## src/rtl/fifo_loopback_engine.sv

```systemverilog
// -----------------------------------------------------------------------------
// fifo_loopback_engine
//
// Drains the HPS-to-FPGA Avalon FIFO (through its output port) and refills the
// FPGA-to-HPS Avalon FIFO (through its input port), adding ADD_VALUE to every
// word on the way through. Flow control is done purely by polling each FIFO's
// fill-level CSR. A word is only read once space for it has been reserved
// downstream.
//
// Parameters:
//   FIFO_DEPTH       depth in words of the FPGA-to-HPS FIFO (space check)
//   ADD_VALUE        constant added (mod 2^32) to every forwarded word
//
// Ports:
//   clk              FIFO conduit clock
//   reset_n          asynchronous active-low reset
//   enable           run request
//   out_readdata     HPS-to-FPGA FIFO data (valid the cycle after out_read)
//   out_read         HPS-to-FPGA FIFO read strobe
//   out_csr_address  HPS-to-FPGA FIFO CSR address (fill_level, always 0)
//   out_csr_read     HPS-to-FPGA FIFO CSR read strobe
//   out_csr_readdata HPS-to-FPGA FIFO CSR read data (fill level)
//   in_writedata     FPGA-to-HPS FIFO write data
//   in_write         FPGA-to-HPS FIFO write strobe
//   in_csr_address   FPGA-to-HPS FIFO CSR address (fill_level, always 0)
//   in_csr_read      FPGA-to-HPS FIFO CSR read strobe
//   in_csr_readdata  FPGA-to-HPS FIFO CSR read data (fill level)
//   word_count       words forwarded since reset (wraps at 2^32)
//   busy             high in every state except IDLE
// -----------------------------------------------------------------------------
module fifo_loopback_engine #(
    parameter int unsigned FIFO_DEPTH = 256,
    parameter logic [31:0] ADD_VALUE  = 32'd0
) (
    input  logic        clk,
    input  logic        reset_n,
    input  logic        enable,
    input  logic [31:0] out_readdata,
    output logic        out_read,
    output logic [2:0]  out_csr_address,
    output logic        out_csr_read,
    input  logic [31:0] out_csr_readdata,
    output logic [31:0] in_writedata,
    output logic        in_write,
    output logic [2:0]  in_csr_address,
    output logic        in_csr_read,
    input  logic [31:0] in_csr_readdata,
    output logic [31:0] word_count,
    output logic        busy
);

    localparam logic [2:0] S_IDLE      = 3'd0;
    localparam logic [2:0] S_POLL_OUT  = 3'd1;
    localparam logic [2:0] S_WAIT_OUT  = 3'd2;
    localparam logic [2:0] S_POLL_IN   = 3'd3;
    localparam logic [2:0] S_WAIT_IN   = 3'd4;
    localparam logic [2:0] S_READ      = 3'd5;
    localparam logic [2:0] S_WAIT_DATA = 3'd6;
    localparam logic [2:0] S_WRITE     = 3'd7;

    localparam logic [31:0] DEPTH_W = 32'(FIFO_DEPTH);

    logic [2:0]  state_q,  state_d;
    logic [31:0] avail_q,  avail_d;
    logic [31:0] space_q,  space_d;
    logic [31:0] burst_q,  burst_d;
    logic [31:0] data_q,   data_d;
    logic        loaded_q, loaded_d;
    logic [31:0] count_q,  count_d;

    logic [31:0] space_calc;
    logic [31:0] burst_calc;
    logic [31:0] burst_dec;

    // Free space downstream, saturating at 0 if the reported level ever
    // meets or exceeds the configured depth.
    always_comb begin
        if (in_csr_readdata >= DEPTH_W) begin
            space_calc = '0;
        end else begin
            space_calc = DEPTH_W - in_csr_readdata;
        end
        burst_calc = (avail_q < space_calc) ? avail_q : space_calc;
        burst_dec  = burst_q - 32'd1;
    end

    always_comb begin
        state_d  = state_q;
        avail_d  = avail_q;
        space_d  = space_q;
        burst_d  = burst_q;
        data_d   = data_q;
        loaded_d = loaded_q;
        count_d  = count_q;

        case (state_q)
            S_IDLE: begin
                if (enable) begin
                    state_d = S_POLL_OUT;
                end
            end
            S_POLL_OUT: begin
                state_d = S_WAIT_OUT;
            end
            S_WAIT_OUT: begin
                avail_d = out_csr_readdata;
                if (!enable || (out_csr_readdata == 32'd0)) begin
                    state_d = S_IDLE;
                end else begin
                    state_d = S_POLL_IN;
                end
            end
            S_POLL_IN: begin
                state_d = S_WAIT_IN;
            end
            S_WAIT_IN: begin
                space_d = space_calc;
                if (!enable) begin
                    state_d = S_IDLE;
                end else if (space_calc == 32'd0) begin
                    // avail_q is kept; only the downstream level is re-polled
                    state_d = S_POLL_IN;
                end else begin
                    burst_d = burst_calc;
                    state_d = S_READ;
                end
            end
            S_READ: begin
                // Once a word is read it is always written, so enable is
                // ignored here and in WAIT_DATA.
                state_d = S_WAIT_DATA;
            end
            S_WAIT_DATA: begin
                data_d   = out_readdata;
                loaded_d = 1'b1;
                state_d  = S_WRITE;
            end
            S_WRITE: begin
                count_d = count_q + 32'd1;
                burst_d = burst_dec;
                if ((burst_dec != 32'd0) && enable) begin
                    state_d = S_READ;
                end else begin
                    state_d = S_IDLE;
                end
            end
            default: begin
                state_d = S_IDLE;
            end
        endcase
    end

    always_ff @(posedge clk or negedge reset_n) begin
        if (!reset_n) begin
            state_q  <= S_IDLE;
            avail_q  <= '0;
            space_q  <= '0;
            burst_q  <= '0;
            data_q   <= '0;
            loaded_q <= 1'b0;
            count_q  <= '0;
        end else begin
            state_q  <= state_d;
            avail_q  <= avail_d;
            space_q  <= space_d;
            burst_q  <= burst_d;
            data_q   <= data_d;
            loaded_q <= loaded_d;
            count_q  <= count_d;
        end
    end

    // Strobes are decoded straight from the state register so that an
    // asynchronous reset drops them in the same cycle. The write data is
    // formed from the captured word and forced to 0 until a word has been
    // captured, so it reads 0 after reset and holds between writes.
    assign out_csr_read    = (state_q == S_POLL_OUT);
    assign in_csr_read     = (state_q == S_POLL_IN);
    assign out_read        = (state_q == S_READ);
    assign in_write        = (state_q == S_WRITE);
    assign busy            = (state_q != S_IDLE);
    assign out_csr_address = '0;
    assign in_csr_address  = '0;
    assign in_writedata    = loaded_q ? (data_q + ADD_VALUE) : '0;
    assign word_count      = count_q;

endmodule

```

## config.mk

```make
export PLATFORM = sky130hd
export DESIGN_NAME = fifo_loopback_engine
export DESIGN_NICKNAME = d
export VERILOG_FILES = /design/src/rtl/fifo_loopback_engine.sv
export SDC_FILE = /design/constraint.sdc
export NUM_CORES = 1
export LEC_CHECK = 0
export CAP_MARGIN = 20
export CORE_MARGIN = 4
export CORE_UTILIZATION = 47
export CTS_BUF_LIST = sky130_fd_sc_hd__clkbuf_8
export DETAILED_ROUTE_END_ITERATION = 8
export PLACE_DENSITY = 0.78
export SLEW_MARGIN = 10
export SYNTH_ARGS = -nofsm -noshare
export SYNTH_HDL_FRONTEND = slang
export SYNTH_SLANG_ARGS = --single-unit
```

## constraint.sdc

```tcl
create_clock -name clk -period 2.7 [get_ports clk]
set_input_delay 0.675 -clock clk [delete_from_list [all_inputs] [get_ports clk]]
set_output_delay 0.675 -clock clk [all_outputs]
set_load 0.005 [all_outputs]
```

# Yosys cells after proc, flatten, opt, wreduce, memory -nomap -nowiden
# Cells that the tools add are included.
dict set report totals {
  reg_bits 132
  inputBits 99
  out_inout_bits 75
  word_cells 43
}
dict set report op_classes {
  n_addsub 3
  n_lt_le_gt_ge 2
  n_eq_ne 10
  muxes 12
  reduce_logical 10
}
# op n
set ops {}
lappend ops {{two-way mux 32 bit} 5}
lappend ops {{logical NOT 32 bit} 2}
lappend ops {{case mux 32 bit (2 select lines)} 1}
lappend ops {{adder 32 x 1 -> 32 bit (second input constant)} 1}
lappend ops {{>= comparator 32 x 9 -> 1 bit (second input constant)} 1}
lappend ops {{less-than comparator 32 bit} 1}
lappend ops {{nonzero test 32 bit} 1}
lappend ops {{subtractor 32 x 1 -> 32 bit (second input constant)} 1}
lappend ops {{subtractor 9 x 32 -> 32 bit (first input constant)} 1}
lappend ops {{case mux 3 bit (8 select lines)} 1}
lappend ops {{== test 3 bit (second input constant)} 4}
lappend ops {{two-way mux 3 bit} 4}
lappend ops {{== test 3 x 2 -> 1 bit (second input constant)} 2}
lappend ops {{!= test 2 bit (second input constant)} 3}
lappend ops {{== test 3 x 1 -> 1 bit (second input constant)} 1}
lappend ops {{logical NOT 3 bit} 1}
lappend ops {{AND reduction 3 bit} 1}
lappend ops {{nonzero test 3 bit} 1}
lappend ops {{two-way mux 2 bit} 1}
lappend ops {{nonzero test 2 bit} 1}
lappend ops {{logical AND 1 bit} 1}
lappend ops {{logical NOT 1 bit} 1}
lappend ops {{logical OR 1 bit} 1}

# Depth between registers and ports, before layout
# Gate-level depths: netlist of run 1.
dict set report logic_depth {
  depth_word 7
  mapped_depth 15
  depth_no_buf 14
}

# Worst setup path before layout of run 1
# Ideal clock, no wire load.
dict set report synth_timing {
  kind {input -> register}
  startpoint {input in_csr_readdata[1]}
  endpoint {register burst_q[28]}
  setup_time_ps 99
  arrival_ps 3889
  required_ps 2601
  slack_ps -1289
  path_stages 12
  n_path_buf 1
  cell_sequence {or3_1 > o31a_1 > or4_1 > ha_1 > a21oi_1 > o21ai_0 > a221oi_1 > nand4_1 > a21boi_1 > clkbuf_1 > a21oi_1 > a311oi_1}
}
dict set report synth_between {
  elab_chain_len 7
  elab_cells_between_ends 11
  classes_between {add/sub (1); order compare (2); eq/ne (1); mux (5); reduce/logical (2)}
}
# item line_no
set synth_rtl {}
lappend synth_rtl {{from (decl)} 47} ;# input logic [31:0] in_csr_readdata,
lappend synth_rtl {{subtractor 9 x 32 -> 32 bit or >= comparator 32 x 9 -> 1 bit (tied branches)} {81, 78}}
lappend synth_rtl {{two-way mux 32 bit (*)} 78} ;# if (in_csr_readdata >= DEPTH_W) begin
lappend synth_rtl {{less-than comparator 32 bit} 83} ;# burst_calc = (avail_q < space_calc) ? avail_q : space_calc;
lappend synth_rtl {{two-way mux 32 bit} 83}
lappend synth_rtl {{two-way mux 32 bit} 120} ;# end else if (space_calc == 32'd0) begin
lappend synth_rtl {{two-way mux 32 bit} 118} ;# if (!enable) begin
lappend synth_rtl {{case mux 32 bit (2 select lines)} 96} ;# case (state_q)
lappend synth_rtl {{to (signal assigned)} 166} ;# burst_q <= burst_d;
lappend synth_rtl {{to (decl)} 66} ;# logic [31:0] burst_q, burst_d;
# Mark *: on every way between the ends. The rest lies on a longest branch, timed or not. The select of a mux whose other input is x is not followed.
# A chain may end at the register's enable or synchronous reset.

# Worst setup path after layout of run 1
dict set report layout_timing {
  startpoint {input in_csr_readdata[0]}
  endpoint {register burst_q[18]}
}
# The elaborated chain is that of the path after synthesis.

==> run summary, run 1 <==
* sum of net half-perimeters after detailed placement: 16100 µm
* number of DRC markers in iteration 0: 479
* post-route non-filler standard cell count: 1292
* number of levels the H-tree was split into: 4
* CP max FO: 6
* slew at the pin closest to its max-slew limit: 0.630 ns
* setup repair after global routing missed its margin: true
* result of the run: finished, violations left
* final setup fails: 32
* number of buffers created by CTS: 17
* power per cell area: 833 nW/µm²
* share of layout cells above drive strength 1: 29.4%
* data required time at the worst endpoint: 3.05 ns
* core area: 15900 µm²
* total via count in the routed design: 7154
* TritonCTS clock tree: built
* critical path endpoint category: flip-flop
* count of nets left with antenna violations after detail routing: 0
* max-cap violation count: 0
* placed cell area: 10300 µm²
* Yosys warning total: 0
* synthesized cell area: 7680 µm²
* number of hold-slack violations in the final timing report: 0
* Net count, final: 1197
* effective utilization at floorplan: 48.2%
* count of pins on the block boundary: 174
* number of antenna violations at the first check in global routing: 0
* maximum clock rate: 289 MHz
* Critical Setup Path Class: input port to flip-flop
* wire length per cell after detailed routing: 17.3 µm
* top cell type's share of synthesized area: 43.0%
* Final Worst Setup Slack: -0.758 ns
* FFs w/ async S/R, synth: 100%
* path class of the lowest-slack min-delay path: input port to async pin
* routed vias/inst: 5.54
* average footprint of a synthesized cell: 10.1 µm²
* Die Y-Extent: 136 µm
* post-CTS clock slew at the launch and capture registers of the worst setup and hold paths: 0.09 ns
* drt first pass iters: 5
* Period minus WS final: 3.46 ns
* final period utilization: 128%
* number of buffers between clock root and the deepest sink: 2
* worst slack at placement: -1.64 ns
* max-slew headroom at the worst pin: 58.0%
* port bufs: 167
* area added between synthesis and finish: 45.6%
* total routing usage reported by global routing: 23.8%
* category of the worst setup path launch point: input port
* final hold slack: 0.193 ns
* global-route wire length before repair: 34900 µm
* # placed instances: 1221
* most used flip-flop cell after synthesis: dfrtp_1
* violations in the final reports: setup timing
* die width: 136 µm
* Yosys reg bits: 132
* Post-Route WL: 22400 µm
* floorplan row count: 46
* global placer's final weighted congestion: 0.914
* Peak VDD IR: 0.584 mV
* largest net degree at the start of global routing: 56
* via count of the first global-routing pass: 6819
* Max Clock Skew: 0.0195 ns
* count of final max-slew check failures: 0
* antenna fix cells: 0
* count of distinct cell types in the synthesized netlist: 69
* Overflow after GRT: 0
* worst reg2reg setup slack: -0.01 ns
* data arrival time at the worst-slack endpoint: 3.81 ns
* area of the die: 18500 µm²
* cell type contributing the most total cell area after synthesis: dfrtp_1
* final cell area excluding filler cells: 11200 µm²
* Leak: 4.75 nW
* synth top area cells: dfrtp_1, mux2_2, ha_1
* EDFF count, synth: 0
* sink count of the clock tree: 132
* DRC violations left: 0
* proportion of synthesized chip area in sequential cells: 43.0%
* Synth Instances: 758
* clock latency reported for the late side of the worst-skew pair: 0.45 ns
* root buffer cell: clkbuf_8
[logic make-up (layout without fill, tap and decap cells)]
family | Yosys count | after routing | synth area share, %
buffers and inverters | 58 | 349 | 3.60
other | 2 | 29 | 0.0978
adder cells (fa/ha/maj) | 35 | 35 | 5.70
AO/OA/AOI/OAI | 140 | 140 | 12.3
XOR/XNOR | 46 | 46 | 5.24
multiplexers | 68 | 68 | 9.90
AND/OR/NAND/NOR | 277 | 277 | 20.1
flip-flops | 132 | 132 | 43.0
[final timing paths]
kind                                     from             end  depth (start not counted)
setup / recovery           in_csr_readdata[0]     burst_q[18]                         14
hold / removal                        reset_n  word_count[24]                          1
setup reg to reg                  avail_q[17]     burst_q[18]                         10
hold reg to reg                word_count[31]  word_count[31]                          1
max in group asynchronous             reset_n      burst_q[7]                          2
min in group clk               word_count[31]  word_count[31]                          1
[routing by layer]
metal / part of all wire, % / wire length (µm) / GRT usage [%]
met1: 42 / 9460 / 32.4
met2: 49 / 10900 / 39.8
met3: 7.6 / 1710 / 3.96
met4: 1.5 / 340 / 5.88
met5: 0 / 0 / 0
[critical path, stage by stage]
cell and delay (ns):
buf_6 0.09, or3_4 0.38, o31a_1 0.31, or4_4 0.53, ha_4 0.27, a21oi_2 0.12, o21ai_1 0.09, a221oi_2 0.29
nand4_1 0.20, a21boi_4 0.28, buf_6 0.17, buf_12 0.13, a21oi_2 0.05, a311oi_1 0.24
[cell type report]
cell class	instances	area [µm²]
multi-input cells	595	4500
well taps	216	270
fillers	1174	4760
inverters	17	63.8
repair buffers	300	2650
clock buffers	17	234
clock inverters	15	169
flip-flops and latches	132	3300
[power by group]
group | switching [W] | internal, W
logic | 0.00186 | 0.00248
clock network | 0.000898 | 0.000846
registers | 0.000572 | 0.00266
[cells in the final DEF, fill, tap and decap left out, types with 9 or more instances in the layout]
cell type | synthesis | final
and2_1 | 37 | 35
nand2b_1 | 10 | 9
clkdlybuf4s50_1 | 0 | 136
nor3_1 | 26 | 21
nor2_1 | 41 | 39
nand3_1 | 19 | 19
mux2_2 | 64 | 62
nand2_1 | 48 | 47
buf_4 | 6 | 125
o21ai_0 | 30 | 27
inv_1 | 17 | 17
xor2_1 | 19 | 18
buf_2 | 3 | 12
nor4_1 | 27 | 19
ha_1 | 35 | 32
dfrtp_1 | 132 | 132
conb_1 | 2 | 29
nand4_1 | 20 | 20
buf_6 | 2 | 9
a21oi_1 | 38 | 29
clkbuf_8 | 1 | 17
xnor2_1 | 27 | 27
[timing repair]
| item | 4_1_cts | 5_1_grt |
|---|---|---|
| pin swaps | 32 | 35 |
| endpoints found under the setup margin | 33 | 34 |
| gates cloned | 1 | 0 |
| hold buffers | 0 | 0 |
| resized for setup | 97 | 46 |
| setup buffers | 32 | 9 |
[per-stage QoR]
stage,TNS (ns),utilization (%),total power [W]
finish,-21.27,70.2,0.00932
global route,-24.54,70.2,0.00991
CTS,-16.61,68.8,0.00914
detailed placement,-49.94,64.6,0.00727
global placement,-46.97,64.6,0.00712
floorplan,-29.64,-,0.00536
[registers in the layout (all words and copies together) (netlist names)]
name        cells
loaded_q        1
data_q         32
avail_q        32
burst_q        32
word_count     32
state_q         3
[cells in the mapped netlist (all sizes together), types with 6 or more instances]
library cell	n
xnor2	27
and3	6
o21ai	30
and2	37
a221o	9
a311oi	6
clkbuf	28
mux2	64
inv	17
nor2	41
nor3	27
nand4	20
nand3	19
or4	6
a211oi	12
nand2	49
xor2	19
nand2b	10
ha	35
nor4	30
o31ai	7
buf	12
a21oi	38
or3	11
dfrtp	132
Power figures use the tool's default switching activity.
==> run 2, diff against run 1 <==
- GPL_ROUTABILITY_DRIVEN: not set -> 0
- SKIP_LAST_GASP: not set -> 1
==> run 2 against run 1 <==
  * The flow still finishes with violations (setup timing)
  * Final area barely moved
  * Clock skew fell by 0.00081 ns
  * Wire length up 0.17%
  * Utilization decreased by 0.063 points
  * Critical endpoint unchanged
==> run summary, run 2 (synthesis gave the netlist of run 1 again) <==
* via count of the first global-routing pass: 6819
* Post-Route WL: 22400 µm
* Net count, final: 1193
* wire length per cell after detailed routing: 17.4 µm
* internal power of the cells: 0.00595 W
* number of levels the H-tree was split into: 4
* count of nets left with antenna violations after detail routing: 0
* layer with the highest usage after global routing: met2
* worst slack at placement: -1.64 ns
* part of the power in registers: 35.0%
* die width: 136 µm
* root buffer cell: clkbuf_8
* effective utilization at floorplan: 48.2%
* sink count of the clock tree: 132
* switching share of power: 35.8%
* count of final max-slew check failures: 0
* met1 track demand over resource: 32.4%
* fraction of power consumed by combinational cells: 46.3%
* FF/Latch Area: 3300 µm²
* CP max FO: 6
* Max Clock Skew: 0.0187 ns
* number of antenna violations at the first check in global routing: 0
* total routing usage reported by global routing: 23.8%
* post-CTS clock slew at the launch and capture registers of the worst setup and hold paths: 0.09 ns
* power per cell area: 829 nW/µm²
* Leak: 4.73 nW
* core area: 15900 µm²
* clock latency reported for the late side of the worst-skew pair: 0.45 ns
* Overflow after GRT: 0
* path class of the lowest-slack min-delay path: input port to async pin
* number of buffers created by CTS: 17
* switching power summed over all nets: 0.00331 W
* clock power share: 18.7%
* commonest non-fill, non-tap cell in the layout: clkdlybuf4s50_1
* most frequent cells in the layout: clkdlybuf4s50_1, dfrtp_1, buf_4
* count of hold buffers inserted by post-cts repair: 0
* antenna fix cells: 0
* total via count in the routed design: 7133
* final setup fails: 32
* port bufs: 167
* Final Worst Setup Slack: -0.742 ns
* routed vias/inst: 5.54
* setup repair after global routing missed its margin: true
* maximum clock rate: 290 MHz
* max-cap violation count: 0
* category of the worst setup path launch point: input port
* TNS Setup: -20.56 ns
* combined area of the multi-input logic cells: 4510 µm²
* area of the die: 18500 µm²
* result of the run: finished, violations left
* area added between synthesis and finish: 45.5%
* global-route wire length before repair: 34900 µm
* violations in the final reports: setup timing
* met3 Usage GRT: 3.96%
* DRC violations left: 0
* number of hold-slack violations in the final timing report: 0
* floorplan row count: 46
* drt first pass iters: 5
* GR met2 Demand/Resource: 39.8%
* max-slew headroom at the worst pin: 60.5%
* share of layout cells above drive strength 1: 29.3%
* TritonCTS clock tree: built
* largest net degree at the start of global routing: 56
* final period utilization: 127%
* Peak VDD IR: 0.611 mV
* data arrival time at the worst-slack endpoint: 3.79 ns
* Die Y-Extent: 136 µm
* Filler cells: 1177
* data required time at the worst endpoint: 3.05 ns
* number of buffers between clock root and the deepest sink: 2
* critical path endpoint category: flip-flop
* number of DRC markers in iteration 0: 483
* count of pins on the block boundary: 174
* Critical Setup Path Class: input port to flip-flop
* sum of net half-perimeters after detailed placement: 16100 µm
* Period minus WS final: 3.44 ns
* slew at the pin closest to its max-slew limit: 0.593 ns
==> run 2: changes by cell type in the layout (fill, tap and decap cells not counted), sizes merged <==
cell / previous run / this run
dlygate4sd2: 4 / 3
buf: 149 / 145
clkdlybuf4s15: 8 / 9
==> run 2: layer usage <==
metal | wire length [µm] | vias to the layer above
li1 | - | 3369
met3 | 1510 | 37
met1 | 9700 | 3459
met4 | 444 | 0
met5 | 0 | -
met2 | 10800 | 268
==> run 2: timing repair <==
| action | 4_1_cts | 5_1_grt |
|---|---|---|
| gates resized for setup | 97 | 49 |
| endpoints found under the setup margin | 33 | 34 |
| pin swaps | 31 | 32 |
| gates cloned | 1 | 0 |
| buffers inserted | 32 | 5 |
==> run 2: critical path, cell delays in order <==
cell	delay, ns
buf_6	0.09
or3_4	0.38
o31a_1	0.32
or4_4	0.52
ha_4	0.26
a21oi_2	0.12
o21ai_1	0.08
a221oi_2	0.30
nand4_1	0.19
a21boi_4	0.28
buf_6	0.18
buf_12	0.13
a21oi_1	0.06
a311oi_1	0.20
==> run 2: per-stage QoR <==
step | util, % | instance area, µm² | hold slack (ns) | power [W] | cells
after floorplan | - | 7830 | 0.379 | 0.00536 | 785
after global placement | 64.6 | 10300 | 0.458 | 0.00712 | 1221
after detailed placement | 64.6 | 10300 | 0.462 | 0.00727 | 1221
after CTS | 68.8 | 11000 | 0.195 | 0.00914 | 1285
after global routing | 70.1 | 11200 | 0.215 | 0.00985 | 1288
final | 70.1 | 11200 | 0.197 | 0.00926 | 1288
==> run 2: path summary, 6_finish.rpt <==
kind / start / to / slack, ns / depth (start not counted)
worst max-delay path: in_csr_readdata[0] / burst_q[18] / -0.74 / 14
worst min-delay path: reset_n / word_count[24] / 0.20 / 1
worst max register to register: avail_q[17] / burst_q[18] / 0.04 / 10
worst min register to register: word_count[31] / word_count[31] / 0.47 / 1
max in group asynchronous: reset_n / burst_q[5] / 1.74 / 2
min in group clk: word_count[31] / word_count[31] / 0.47 / 1
==> run 2: layout make-up <==
class | instances | share of cell area [%]
Multi-Input combinational cell | 595 | 40.4
Timing Repair Buffer | 296 | 23.5
Clock inverter | 15 | 1.51
Clock buffer | 17 | 2.09
Tap cell | 216 | 2.42
Sequential cell | 132 | 29.6
Inverter | 17 | 0.571
==> run 2: power by group through the flow <==
| stage | combinational [W] | sequential (W) | clock (W) |
|---|---|---|---|
| floorplan | 0.00231 | 0.00305 | 0 |
| global route | 0.00467 | 0.00333 | 0.00185 |
| CTS | 0.00416 | 0.00321 | 0.00177 |
| detailed placement | 0.00403 | 0.00324 | 0 |
| global placement | 0.00391 | 0.00321 | 0 |
| finish | 0.00429 | 0.00324 | 0.00173 |
==> run 3, diff against run 2 <==
- CORE_UTILIZATION: 47 -> 57
- PLACE_DENSITY: 0.78 -> 0.89
- clock period: 2.7 -> 4.2 ns (I/O delays scaled with it)
==> run 3 against run 2 <==
  * Hold slack improved by 0.28 ns
  * First-iteration DRC count rose by 29%
  * The run now ends clean
  * Count of clock-buffer cells in the layout grew 2
  * Critical path type unchanged
  * Critical path depth unchanged
  * Global-route usage grew 3.2 points
  * Die area down 17%
  * Non-clock buffer count shrank 81
==> run summary, run 3 (synthesis gave the netlist of run 1 again) <==
* ordered cell list for the critical path: clkdlybuf4s50_1 -> or3_1 -> o31a_1 -> or4_4 -> ha_4 -> nand4_1 -> nor4_1 -> o21ai_1 -> nand4_1 -> a21boi_2 -> buf_6 -> and2_1 -> buf_12 -> a221o_2
* sum of net half-perimeters after detailed placement: 15300 µm
* power per cell area: 543 nW/µm²
* number of DRC markers in iteration 0: 623
* share of layout cells above drive strength 1: 17.9%
* max-cap violation count: 0
* via count of the first global-routing pass: 6630
* count of pins on the block boundary: 174
* FF/Latch Area: 3300 µm²
* Overflow after GRT: 0
* sink count of the clock tree: 132
* effective utilization at floorplan: 58.0%
* Post-Route WL: 20700 µm
* largest net degree at the start of global routing: 73
* clock latency reported for the late side of the worst-skew pair: 0.46 ns
* count of buffering cells on the critical path with inverters included: 3
* combined area of the multi-input logic cells: 4270 µm²
* launching element of the worst setup path: in_csr_readdata[1]
* number of stages on the worst setup path: 14
* count of nets left with antenna violations after detail routing: 0
* wire length per cell after detailed routing: 17.7 µm
* count of hold buffers inserted by post-cts repair: 0
* result of the run: finished, final reports clean
* Max Clock Skew: 0.0122 ns
* antenna fix cells: 0
* critical path endpoint category: flip-flop
* Peak VDD IR: 0.336 mV
* Leak: 4.25 nW
* Die Y-Extent: 124 µm
* number of antenna violations at the first check in global routing: 0
* number of buffers between clock root and the deepest sink: 2
* maximum clock rate: 243 MHz
* max-slew headroom at the worst pin: 32.8%
* post-CTS clock slew at the launch and capture registers of the worst setup and hold paths: 0.08 ns
* CP max FO: 10
* worst slack at placement: -0.480 ns
* floorplan row count: 42
* root buffer cell: clkbuf_8
* part of the power in registers: 38.8%
* Final Worst Setup Slack: 0.0883 ns
* TritonCTS clock tree: built
* slew at the pin closest to its max-slew limit: 0.999 ns
* cell occurring most often along the worst timing path: nand4_1
* Worst Hold Launch: word_count[31]
* Net count, final: 1112
* cell depth of the worst min-delay path: 1
* drt first pass iters: 6
* area of the die: 15400 µm²
* core area: 13200 µm²
* number of buffers created by CTS: 17
* Period minus WS final: 4.11 ns
* CP top delay family: simple AND/OR/NAND/NOR gates
* port bufs: 167
* data required time at the worst endpoint: 4.54 ns
* switching share of power: 35.2%
* Core Util, Final: 78.0%
* total via count in the routed design: 6838
* final setup fails: 0
* CP max stage delay: 0.51 ns
* clock power share: 19.1%
* count of final max-slew check failures: 0
* internal power of the cells: 0.00364 W
* die width: 124 µm
* fraction of power consumed by combinational cells: 42.1%
* global-route wire length before repair: 32400 µm
* most frequent cells in the layout: clkdlybuf4s50_1, dfrtp_1, mux2_2
* commonest non-fill, non-tap cell in the layout: clkdlybuf4s50_1
* final period utilization: 97.9%
* depth of the worst register-to-register path: 10
* number of hold-slack violations in the final timing report: 0
* DRC violations left: 0
* total routing usage reported by global routing: 27.0%
* path class of the lowest-slack min-delay path: flip-flop to flip-flop
* routed vias/inst: 5.86
* cell with the biggest individual delay on the critical path: or4_4
* beginning of the worst register-to-register path: burst_q[0]
* data arrival time at the worst-slack endpoint: 4.45 ns
* category of the worst setup path launch point: input port
* number of levels the H-tree was split into: 4
* Filler cells: 865
* worst reg2reg setup slack: 0.66 ns
* switching power summed over all nets: 0.00198 W
* final hold slack: 0.480 ns
* Critical Setup Path Class: input port to flip-flop
* area added between synthesis and finish: 34.5%
-- run 3: cell types whose count changed in the layout (fill, tap and decap cells not counted), sizes merged, moves of 3 or more --
cell           before  now
clkinv              2    5
dlygate4sd2         3    0
inv                25   20
clkdlybuf4s15       9    0
clkdlybuf4s50     136  166
buf               145   49
-- run 3: final cells by class --
class	count	area share, %
clock buffers	19	2.53
clock inverters	13	1.31
inverters	17	0.617
multi-input cells	595	41.3
flip-flops and latches	132	32.0
well taps	176	2.13
repair buffers	215	20.1
-- run 3: power groups by stage --
| stage | combinational [W] | clock [W] | sequential, W |
|---|---|---|---|
| global placement | 0.00222 | 0 | 0.00215 |
| global route | 0.00258 | 0.00115 | 0.00224 |
| CTS | 0.00232 | 0.00109 | 0.00216 |
| finish | 0.00236 | 0.00107 | 0.00218 |
| detailed placement | 0.00230 | 0 | 0.00218 |
| floorplan | 0.00145 | 0 | 0.00196 |
-- run 3: routing by layer --
| metal | up-vias | part of all wire (%) | global-route usage, % |
|---|---|---|---|
| li1 | 3197 | - | - |
| met1 | 3305 | 40 | 33.6 |
| met2 | 290 | 49 | 45.3 |
| met3 | 46 | 9.2 | 7.27 |
| met4 | 0 | 2.1 | 9.72 |
| met5 | - | 0 | 0 |
-- run 3: worst reg2reg max path: cells and delay by family, from the launching register on --
family	cells	cell delay, ns
AOI/OAI and AO/OA	3	0.47
adders and majority gates	1	0.19
and+or+nand+nor	4	1.95
buffers and inverters	2	0.34
DFF	1	0.46
-- run 3: final timing paths --
kind,end
min in group asynchronous,word_count[28]
worst max register to register,state_q[2]
worst min register to register,word_count[31]
worst max-delay path,burst_q[19]
worst min-delay path,word_count[31]
max in group asynchronous,burst_q[0]
-- run 3: per-stage QoR --
step | power, W | TNS, ns | instances | instance area, µm²
after floorplan | 0.00341 | 0 | 785 | 7790
after global placement | 0.00437 | -9.97 | 1133 | 9850
after detailed placement | 0.00448 | -11.69 | 1133 | 9850
after CTS | 0.00557 | 0 | 1165 | 10200
after global routing | 0.00597 | -1.65 | 1167 | 10300
final | 0.00561 | 0 | 1167 | 10300
-- run 3: repair_timing --
action	4_1_cts	5_1_grt
setup buffers	0	2
setup endpoints to repair	0	31
resized for setup	0	16
